`src/rtl/ew_pkg.sv`:
```
// +--------------------------------------------------------------------------+
// | ew_pkg : shared state encoding and default dwell/timeout constants.      |
// | Rev 1.0                                                                  |
// +--------------------------------------------------------------------------+
`default_nettype none

package ew_pkg;

  typedef enum logic [2:0] {
    ST_IDLE          = 3'd0,
    ST_MONITOR       = 3'd1,
    ST_JAMMED        = 3'd2,
    ST_SPOOF         = 3'd3,
    ST_ENT_ANALYZED  = 3'd4,
    ST_COUNTER_MEAS  = 3'd5,
    ST_RECOVERY      = 3'd6
  } fsm_state_t;

  localparam int c_ent_timeout = 32;
  localparam int c_cm_timeout  = 64;
  localparam int c_rec_cycles  = 16;

  function automatic logic is_threat(input fsm_state_t s);
    return (s == ST_JAMMED) || (s == ST_SPOOF);
  endfunction

  function automatic int max3(input int a, input int b, input int c);
    int m;
    m = (a > b) ? a : b;
    return (m > c) ? m : c;
  endfunction

endpackage

`default_nettype wire

```
`src/rtl/ew_threat_fsm_dwell_timer.sv`:
```
// +--------------------------------------------------------------------------+
// | ew_dwell_timer : loadable down-counter, expired when the count is zero.  |
// | Rev 1.0                                                                  |
// +--------------------------------------------------------------------------+
`default_nettype none

module ew_dwell_timer #(
  parameter int WIDTH = 6
) (
  input  logic             clk,
  input  logic             rst,
  input  logic             i_load,
  input  logic [WIDTH-1:0] i_load_val,
  output logic [WIDTH-1:0] o_value,
  output logic             o_expired
);

  logic [WIDTH-1:0] r_value;

  always_ff @(posedge clk) begin
    if (rst) begin
      r_value <= '0;
    end else if (i_load) begin
      r_value <= i_load_val;
    end else if (r_value != '0) begin
      r_value <= r_value - 1'b1;
    end
  end

  assign o_value   = r_value;
  assign o_expired = (r_value == '0);

endmodule

`default_nettype wire

```
`src/rtl/ew_threat_fsm.sv`:
```
// +--------------------------------------------------------------------------+
// | ew_threat_fsm : EW threat response controller (Moore FSM).               |
// | Optional threat entry counter enabled by macro EW_THREAT_CNT_EN.         |
// | Rev 1.0                                                                  |
// +--------------------------------------------------------------------------+
`default_nettype none

module ew_threat_fsm
  import ew_pkg::*;
#(
  parameter int FSM_BITS    = 3,
  parameter int ENT_TIMEOUT = c_ent_timeout,
  parameter int CM_TIMEOUT  = c_cm_timeout,
  parameter int REC_CYCLES  = c_rec_cycles
) (
  input  logic                clk,
  input  logic                rst,
  input  logic                jam_det,
  input  logic                spoof_det,
  input  logic                ent_valid,
  input  logic                ent_high,
  input  logic                cm_ack,
  output logic [FSM_BITS-1:0] fsm_state,
  output logic                ent_req,
  output logic                cm_req,
  output logic                cm_timeout_err,
  output logic [7:0]          threat_cnt
);

  localparam int c_tmr_max = max3(ENT_TIMEOUT, CM_TIMEOUT, REC_CYCLES);
  localparam int c_tmr_w   = (c_tmr_max > 1) ? $clog2(c_tmr_max) : 1;

  // Timer holds N-1 on the first cycle of a state, so it expires on cycle N.
  localparam logic [c_tmr_w-1:0] c_ent_load = c_tmr_w'(ENT_TIMEOUT - 1);
  localparam logic [c_tmr_w-1:0] c_cm_load  = c_tmr_w'(CM_TIMEOUT - 1);
  localparam logic [c_tmr_w-1:0] c_rec_load = c_tmr_w'(REC_CYCLES - 1);

  fsm_state_t           r_state;
  fsm_state_t           w_next;
  logic                 r_verdict;
  logic                 r_cm_err;
  logic                 w_tmr_load;
  logic [c_tmr_w-1:0]   w_tmr_load_val;
  logic [c_tmr_w-1:0]   w_tmr_value;
  logic                 w_tmr_expired;
  logic                 w_unused_tmr;

  ew_dwell_timer #(
    .WIDTH (c_tmr_w)
  ) u_dwell_timer (
    .clk        (clk),
    .rst        (rst),
    .i_load     (w_tmr_load),
    .i_load_val (w_tmr_load_val),
    .o_value    (w_tmr_value),
    .o_expired  (w_tmr_expired)
  );

  assign w_unused_tmr = ^w_tmr_value;

  always_ff @(posedge clk) begin
    if (rst) begin
      r_state <= ST_IDLE;
    end else begin
      r_state <= w_next;
    end
  end

  always_comb begin
    w_next = r_state;
    case (r_state)
      ST_IDLE: begin
        w_next = ST_MONITOR;
      end
      ST_MONITOR: begin
        if (jam_det) begin
          w_next = ST_JAMMED;
        end else if (spoof_det) begin
          w_next = ST_SPOOF;
        end
      end
      ST_JAMMED, ST_SPOOF: begin
        // A verdict arriving on the final allowed cycle beats the fail-safe.
        if (ent_valid) begin
          w_next = ST_ENT_ANALYZED;
        end else if (w_tmr_expired) begin
          w_next = ST_COUNTER_MEAS;
        end
      end
      ST_ENT_ANALYZED: begin
        w_next = r_verdict ? ST_COUNTER_MEAS : ST_MONITOR;
      end
      ST_COUNTER_MEAS: begin
        if (cm_ack || w_tmr_expired) begin
          w_next = ST_RECOVERY;
        end
      end
      ST_RECOVERY: begin
        if (w_tmr_expired) begin
          w_next = ST_MONITOR;
        end
      end
      default: begin
        w_next = ST_IDLE;
      end
    endcase
  end

  always_comb begin
    w_tmr_load     = (w_next != r_state);
    w_tmr_load_val = '0;
    case (w_next)
      ST_JAMMED, ST_SPOOF: w_tmr_load_val = c_ent_load;
      ST_COUNTER_MEAS:     w_tmr_load_val = c_cm_load;
      ST_RECOVERY:         w_tmr_load_val = c_rec_load;
      default:             w_tmr_load_val = '0;
    endcase
  end

  always_comb begin
    fsm_state = FSM_BITS'(r_state);
    ent_req   = is_threat(r_state);
    cm_req    = (r_state == ST_COUNTER_MEAS);
  end

  always_ff @(posedge clk) begin
    if (rst) begin
      r_verdict <= 1'b0;
    end else if (is_threat(r_state) && ent_valid) begin
      r_verdict <= ent_high;
    end
  end

  always_ff @(posedge clk) begin
    if (rst) begin
      r_cm_err <= 1'b0;
    end else if ((r_state == ST_COUNTER_MEAS) && w_tmr_expired && !cm_ack) begin
      r_cm_err <= 1'b1;
    end
  end

  assign cm_timeout_err = r_cm_err;

`ifdef EW_THREAT_CNT_EN
  logic       w_threat_entry;
  logic [7:0] r_threat_cnt;

  assign w_threat_entry = is_threat(w_next) && !is_threat(r_state);

  always_ff @(posedge clk) begin
    if (rst) begin
      r_threat_cnt <= 8'd0;
    end else if (w_threat_entry && (r_threat_cnt != 8'hFF)) begin
      r_threat_cnt <= r_threat_cnt + 8'd1;
    end
  end

  assign threat_cnt = r_threat_cnt;
`else
  assign threat_cnt = 8'd0;
`endif

endmodule

`default_nettype wire

```
`config.mk`:
```
export PLATFORM = sky130hd
export DESIGN_NAME = ew_threat_fsm
export DESIGN_NICKNAME = d
export VERILOG_FILES = /design/src/rtl/ew_pkg.sv /design/src/rtl/ew_threat_fsm_dwell_timer.sv /design/src/rtl/ew_threat_fsm.sv
export SDC_FILE = /design/constraint.sdc
export NUM_CORES = 1
export LEC_CHECK = 0
export ABC_AREA = 0
export CAP_MARGIN = 20
export CORE_UTILIZATION = 43
export DETAILED_ROUTE_END_ITERATION = 7
export GPL_TIMING_DRIVEN = 0
export PLACE_DENSITY = 0.79
export SETUP_SLACK_MARGIN = 0.5
export SLEW_MARGIN = 20
export SYNTH_ARGS = -nofsm -noshare
export SYNTH_HDL_FRONTEND = slang
export SYNTH_SLANG_ARGS = --single-unit
```
`constraint.sdc`:
```
create_clock -name clk -period 3.45 [get_ports clk]
set_clock_uncertainty 0.2 [all_clocks]
set_input_delay 0.69 -clock clk [delete_from_list [all_inputs] [get_ports clk]]
set_output_delay 0.69 -clock clk [all_outputs]
set_load 0.02 [all_outputs]
```
==> flow_summary.toml, run 1 <==
[floorplan]
dieHeight_um = 42.8
die_w_um = 42.8
io_pins = 21
rows = 14
dieArea_um2 = 1830
initial_core_util_pct = 47.0
core_um2 = 1520

[worst_setup_path]
cp.arrival_ns = 1.82
cpPeakStageDelay_ns = 0.60
crit_chain = "nor2b_1 > and2_1 > clkdlybuf4s50_1"
worstSetupEndpointType = "output pin"
cp_max_fo = 9
path_class = "reg2out"
cp-start-kind = "flop"
crit_slowest_cell = "clkdlybuf4s50_1"
crit_required_ns = 2.56

[finish]
final_nets = 124
fin_util_pct = 59.7
finalNonFillerCells = 131
nFillCells = 146
finish.instance_area_um2 = 910
mostFrequentLayoutCell = "clkdlybuf4s50_1"
antenna-diode-count = 0
final_layout_size_suffix_gt1_share_pct = 17.4
syn_to_final_growth_pct = 26.9
final_cell_mix = "clkdlybuf4s50_1, dfxtp_1, nand2_1"

[detailed_routing]
dr.pass1.iters = 4
post_drt_via_cell_ratio = 5.18
via_count = 679
ant_nets = 0
drcViolationCount = 0
drt_iter0_markers = 8
drt-total-wl_mm = 1.48
wl_per_cell_um = 11.3

[global_route]
gr-usage-met2_pct = 27.3
grt_max_degree = 11
use_met1_pct = 24.3
antenna_found_initial = 0
grt_busiest_layer = "met2"
track_usage_pct = 17.7
overflow = 0
grt_use_met3_pct = 2.55
grt_pass1_vias = 608
grt_pass1_wl_mm = 2.48

[logic_synthesis]
synth_ff_type = "dfxtp_1"
synth_edf_count = 0
ys_warn_count = 0
synth.avg_cell_area_um2 = 7.79
ys_ff_latch = 11
yosysUniqueCellTypes = 35
yosysSeqAreaShare_pct = 30.7
synthArstFlopShare_pct = 0
synth_area_um2 = 717
synthCells = 92

[flow_run]
maxCapViolCount = 0

[power]
ir_worst_vdd_v = 0.000244
p_per_area_nw_per_um2 = 456
p_leak_nw = 0.386

[clock_tree]
cts_buffers = 3
htreeDepth = 1
cts_sinks = 11
insertion_delay_ns = 0.26
cts_tree = "built"
cts_post_setup_buffers_inserted = 0
cts_hold_buf = 0
ctsResizeCount = 0
clockBufferDepth = 2
cts.reportedPaths.clkPinSlew_ns = 0.07
clockRootBuffer = "clkbuf_4"

[worst_hold_path]
hp-class = "reg2reg"

[placement]
gp_congestion = 0.803
hpwlAfterDp_mm = 1.11
preCtsSetupSlack_ns = 0.959
io_buffers = 12
place_area_um2 = 883
place_inst = 127

[timing]
setup_viol = 0
setup_slack_ns = 0.735
rsz0062_at_grt = "false"
slew_viol_final = 0
max_freq_ghz = 0.368
final_hold_viol_count = 0
final.setup.tns_ns = 0
period_share_pct = 78.7
fin_crit_ns = 2.71

[run_status]
status = "finished clean"
[per-stage QoR]
stage | power, mW | hold WS [ns]
3_3_place_gp | 0.326 | 0.245
3_5_place_dp | 0.329 | 0.259
6_report | 0.415 | 0.268
5_1_grt | 0.442 | 0.298
2_1_floorplan | 0.286 | 0.233
4_1_cts | 0.417 | 0.272
[critical path, delay by kind of cell (launching register included)]
family / cells / cell delay, ns
buf+inv: 1 / 0.60
flops: 1 / 0.49
simple gates: 2 / 0.47
[power breakdown]
group          switching, mW  internal (mW)
logic                 0.0913         0.0758
clock network         0.0433         0.0446
registers             0.0180          0.142
[final timing paths]
check / startpoint / endpoint / slack, ns / cells past startpoint
worst max-delay path: fsm_state[0] / cm_req / 0.74 / 3
worst min-delay path: r_verdict / r_verdict / 0.27 / 2
worst max register to register: u_dwell_timer.o_value[0] / u_dwell_timer.o_value[4] / 1.27 / 7
worst min register to register: r_verdict / r_verdict / 0.27 / 2
[synthesized netlist by cell type, types with 2 or more instances]
cell / n / share of area [%]
and2_1: 3 / 2.6
nand3_1: 2 / 1.4
nand2_1: 9 / 4.7
inv_1: 5 / 2.6
dfxtp_1: 11 / 31
a21oi_1: 8 / 5.6
nor2b_1: 3 / 2.6
nor3_1: 6 / 4.2
buf_4: 8 / 8.4
a211oi_1: 3 / 3.1
xor2_1: 2 / 2.4
nor2_1: 8 / 4.2
o21ai_0: 2 / 1.4
[routing by layer]
metal | share of wire (%) | vias up
li1 | - | 356
met5 | 0 | -
met1 | 50 | 306
met3 | 4.3 | 2
met4 | 1.1 | 0
met2 | 45 | 15
[state kept, by name (all words and copies together) (netlist names)]
name,flops
fsm_state,3
u_dwell_timer.o_value,6
cm_timeout_err,1
r_verdict,1
[kinds of logic after synthesis]
kind of cell	Yosys count	synth area share [%]
buf+inv	15	12.2
fa+ha+maj	1	1.74
flops	11	30.7
compound gates	26	25.7
simple gates	35	25.5
xor+xnor	3	3.67
other cells	1	0.523
[layout make-up]
class / count / area [um^2] / area share (%)
repair buffers: 12 / 120 / 13.2
multi-input cells: 73 / 435 / 47.9
inverters: 5 / 18.8 / 2.06
flip-flops and latches: 11 / 220 / 24.2
clock buffers: 4 / 26.3 / 2.89
plain buffers: 10 / 68.8 / 7.57
well taps: 16 / 20.0 / 2.20
Power figures use the tool's default switching activity.
==> run 2: changes to the inputs <==
Clock period 3.45 ns to 2.65 ns, I/O delays scaled along.
==> run 2 against run 1 <==
Effect of this change:
- wire length rose by 14%
- clock-buffer cell count unchanged
- power grew 43%
- core utilization grew 4.3 points
- via count grew 5.9%
- worst hold slack lost 0.0015 ns
- global-route usage is 1.6 points higher
- final area is 7.2% higher
- non-clock buffer count rose by 6
- sequential share of layout area decreased by 1.1 points
- die area did not move
- critical endpoint unchanged
==> flow_summary.toml, run 2 (same netlist as run 1, synthesis figures left out) <==
[clock_tree]
cts_tree = "built"
cts.reportedPaths.clkPinSlew_ns = 0.08
insertion_delay_ns = 0.27
cts_buffers = 3
clockRootBuffer = "clkbuf_4"
cts_sinks = 11
htreeDepth = 1
cts_hold_buf = 0
clockBufferDepth = 2

[floorplan]
initial_core_util_pct = 47.0
dieHeight_um = 42.8
dieArea_um2 = 1830
die_w_um = 42.8
rows = 14
core_um2 = 1520
io_pins = 21

[global_route]
track_usage_pct = 19.2
grt_pass1_vias = 647
antenna_found_initial = 0
grt_pass1_wl_mm = 2.68
grt_max_degree = 11
overflow = 0

[timing]
hold_ws_ns = 0.267
fin_crit_ns = 2.14
period_share_pct = 80.7
max_freq_ghz = 0.468
slew_viol_final = 0
setup_slack_ns = 0.511
setup_viol = 0
final.setup.tns_ns = 0
final_hold_viol_count = 0
rsz0062_at_grt = "true"

[power]
intPower_uw = 370
p_comb_share_pct = 44.0
power.switching_uw = 222
switching_share_pct = 37.5
p_leak_nw = 0.423
p_per_area_nw_per_um2 = 608
ir_worst_vdd_v = 0.000310
clkPwrFrac_pct = 20.0
seqPwrFrac_pct = 36.0

[worst_hold_path]
hp-class = "reg2reg"
hold_depth = 2
min_from = "r_verdict"

[finish]
final_nets = 130
register_area_um2 = 225
syn_to_final_growth_pct = 36.0
final_cell_mix = "buf_4, clkdlybuf4s50_1, nand2_1"
finalNonFillerCells = 137
largest_register_ffs = 6
multiInputGateArea_um2 = 457
antenna-diode-count = 0
final_layout_size_suffix_gt1_share_pct = 28.9
fin_util_pct = 64.0
nFillCells = 138
mostFrequentLayoutCell = "buf_4"

[worst_setup_path]
r2r_slack_ns = 0.53
endpoint = "cm_req"
r2r_start = "u_dwell_timer.o_value[0]"
crit_buf_inv = 1
cp_max_fo = 9
crit_chain = "nor2b_2 > and2_1 > dlygate4sd2_1"
crit_cells = 3
worstSetupEndpointType = "output pin"
cpPeakStageDelay_ns = 0.42
path_delay_family = "flip-flops"
crit_slowest_cell = "dfxtp_2"
cp.arrival_ns = 1.41
path_class = "reg2out"
r2r_cells = 7
startpoint = "fsm_state[0]"
cp-start-kind = "flop"
r2r-end = "u_dwell_timer.o_value[4]"
crit_required_ns = 1.92

[detailed_routing]
ant_nets = 0
post_drt_via_cell_ratio = 5.25
drcViolationCount = 0
via_count = 719
dr.pass1.iters = 4
wl_per_cell_um = 12.3
drt-total-wl_mm = 1.69
drt_iter0_markers = 11

[placement]
hpwlAfterDp_mm = 1.11
io_buffers = 12
place_inst = 127
gp_congestion = 0.803
preCtsSetupSlack_ns = 0.319

[flow_run]
maxCapViolCount = 0

[run_status]
status = "finished clean"
run 2: cell types whose count changed in the layout (fill, tap and decap cells not counted), sizes merged:
| cell | delta |
|---|---|
| buf | +6 |
| clkbuf | +1 |
| clkdlybuf4s50 | -2 |
| dlygate4sd2 | +1 |
run 2: worst min-delay path by stage:
| stage | end | slack [ns] |
|---|---|---|
| 2_1_floorplan | r_verdict | 0.23 |
| 3_3_place_gp | r_verdict | 0.25 |
| 3_5_place_dp | cm_timeout_err | 0.26 |
| 4_1_cts | r_verdict | 0.27 |
| 5_1_grt | r_verdict | 0.30 |
| 6_report | r_verdict | 0.27 |
run 2: area by class of cell:
cell class,count,area share (%)
multi-input cells,73,46.9
flip-flops and latches,11,23.1
repair buffers,18,16.3
plain buffers,10,7.06
clock buffers,4,2.70
well taps,16,2.05
inverters,5,1.93
run 2: stage by stage:
stage | area (um^2) | power [mW]
after floorplan | 743 | 0.373
after global placement | 883 | 0.424
after detailed placement | 883 | 0.429
after CTS | 972 | 0.577
after global routing | 975 | 0.624
final | 975 | 0.593
run 2: worst min-delay path: stages, from the launching register on:
cell     delay [ns]
dfxtp_1        0.32
nand2_1        0.05
a21oi_1        0.05
run 2: power by group through the flow:
stage	Sequential (mW)	Combinational [mW]	Clock [mW]
4_1_cts	0.210	0.250	0.117
6_report	0.213	0.261	0.119
5_1_grt	0.215	0.282	0.127
3_3_place_gp	0.211	0.213	0
2_1_floorplan	0.213	0.159	0
3_5_place_dp	0.212	0.217	0
run 2: repair_timing:
| item | CTS | global route |
|---|---|---|
| setup buffers | 6 | 0 |
| pin swaps | 6 | 1 |
| setup endpoints to repair | 3 | 8 |
| gates resized for setup | 11 | 3 |
run 2: routing by layer:
metal / GRT usage, % / wire length [um]
met1: 25.3 / 771
met2: 32.1 / 830
met3: 2.98 / 80
met4: 5.63 / 6
met5: 0 / 0
==> run 3: changes to the inputs <==
Clock period 2.65 ns to 1.97 ns, I/O delays scaled along.
==> run 3 against run 2 <==
Effect of this change:
- clock-buffer cell count is the same
- combinational power grew 51%
- die area unchanged
- worst hold slack worse by 0.0033 ns
- the run now ends with setup timing left
- wire length is 0.59% lower
==> flow_summary.toml, run 3 (same netlist as run 1, synthesis figures left out) <==
[timing]
rsz0062_at_grt = "true"
fin_crit_ns = 2.08
final.setup.tns_ns = -0.269
period_share_pct = 106
hold_ws_ns = 0.263
setup_viol = 4
setup_slack_ns = -0.109
max_freq_ghz = 0.481
final_hold_viol_count = 0
slew_viol_final = 0

[finish]
register_area_um2 = 226
antenna-diode-count = 0
nFillCells = 137
fin_util_pct = 66.7
syn_to_final_growth_pct = 41.7
final_nets = 130
multiInputGateArea_um2 = 492
mostFrequentLayoutCell = "buf_4"
final_layout_size_suffix_gt1_share_pct = 37.2
largest_register_ffs = 6
final_cell_mix = "buf_4, nand2_1, conb_1"

[detailed_routing]
wl_per_cell_um = 12.3
ant_nets = 0
via_count = 721
drt_iter0_markers = 12
drt-total-wl_mm = 1.68
drcViolationCount = 0
post_drt_via_cell_ratio = 5.26
dr.pass1.iters = 5

[clock_tree]
htreeDepth = 1
cts_tree = "built"
cts_buffers = 3
clockBufferDepth = 2
insertion_delay_ns = 0.27
cts_sinks = 11
clockRootBuffer = "clkbuf_4"
cts_hold_buf = 0
cts.reportedPaths.clkPinSlew_ns = 0.08

[worst_setup_path]
path_class = "reg2reg"
r2r_start = "u_dwell_timer.o_value[0]"
r2r_cells = 7
crit_slowest_cell = "or3_4"
worstSetupEndpointType = "flop"
cp-start-kind = "flop"
crit_required_ns = 1.92
cpPeakStageDelay_ns = 0.38
cp.arrival_ns = 2.03
cp_max_fo = 5
r2r_slack_ns = -0.11
r2r-end = "u_dwell_timer.o_value[4]"
crit_chain = "inv_2 > ha_4 > or3b_4 > or3_4 > a21o_2 > o211ai_2 > a311oi_1"

[power]
seqPwrFrac_pct = 34.1
p_comb_share_pct = 46.7
power.switching_uw = 314
intPower_uw = 532
p_leak_nw = 0.437
switching_share_pct = 37.1
ir_worst_vdd_v = 0.000437
p_per_area_nw_per_um2 = 832
clkPwrFrac_pct = 19.1

[floorplan]
initial_core_util_pct = 47.0
io_pins = 21
die_w_um = 42.8
core_um2 = 1520
rows = 14
dieArea_um2 = 1830
dieHeight_um = 42.8

[worst_hold_path]
min_to = "r_verdict"
hold_depth = 2
hp-class = "reg2reg"
min_from = "r_verdict"

[placement]
preCtsSetupSlack_ns = -0.245
io_buffers = 12
hpwlAfterDp_mm = 1.19
gp_congestion = 0.807

[global_route]
antenna_found_initial = 0
overflow = 0
grt_pass1_vias = 655
grt_max_degree = 11
track_usage_pct = 20.0
grt_pass1_wl_mm = 2.75

[run_status]
status = "finished with violations"
violations = "setup timing"

[flow_run]
maxCapViolCount = 0
[run 3: worst max-delay path: cells and delay by family, from the launching register on]
kind            cells  cell delay, ns
flops               1            0.34
compound gates      3            0.48
simple gates        2            0.75
fa+ha+maj           1            0.13
buf+inv             1            0.07
[run 3: routing by layer]
layer,part of all wire (%),global-route usage [%],vias up,routed length (um)
met5,0,0,-,0
met4,2.1,9.38,0,35
met3,4.3,3.83,4,72
met2,47,34.5,21,793
met1,46,23.4,331,778
li1,-,-,365,-
[run 3: how the worst max path moves through the flow]
stage                                   from  slack (ns)                       end  depth (start not counted)
floorplan           u_dwell_timer.o_value[1]       -0.08  u_dwell_timer.o_value[4]                          7
global placement                   ent_valid       -0.21  u_dwell_timer.o_value[1]                          6
detailed placement                 ent_valid       -0.24  u_dwell_timer.o_value[1]                          6
CTS                 u_dwell_timer.o_value[0]       -0.12  u_dwell_timer.o_value[4]                          7
global route        u_dwell_timer.o_value[0]       -0.16  u_dwell_timer.o_value[4]                          7
finish              u_dwell_timer.o_value[0]       -0.11  u_dwell_timer.o_value[4]                          7
[run 3: what timing repair did]
| action | in CTS | in global routing |
|---|---|---|
| pin swaps | 9 | 4 |
| setup endpoints to repair | 16 | 16 |
| setup buffers | 6 | 0 |
| gates cloned | 0 | 0 |
| hold endpoints to repair | 0 | 0 |
| gates resized for setup | 26 | 4 |
[run 3: through the flow]
stage / instance area [um^2] / power [mW] / cells
finish: 1020 / 0.846 / 137
global route: 1020 / 0.898 / 137
detailed placement: 907 / 0.593 / 127
CTS: 1020 / 0.842 / 137
global placement: 907 / 0.586 / 127
floorplan: 767 / 0.516 / 99
[run 3: layout make-up]
cell class                 instances  share of cell area [%]
buffer                            10                    6.77
inverter                           5                    1.85
multi-input combinational         73                    48.4
tap                               16                    1.97
sequential                        11                    22.3
clock buffer                       4                    2.59
timing repair buffer              18                    16.1
[run 3: power groups by stage]
stage | Combinational (mW) | Clock (mW) | Sequential [mW]
after global routing | 0.430 | 0.175 | 0.294
after CTS | 0.390 | 0.165 | 0.287
after detailed placement | 0.304 | 0 | 0.289
final | 0.395 | 0.162 | 0.288
after floorplan | 0.225 | 0 | 0.290
after global placement | 0.298 | 0 | 0.288
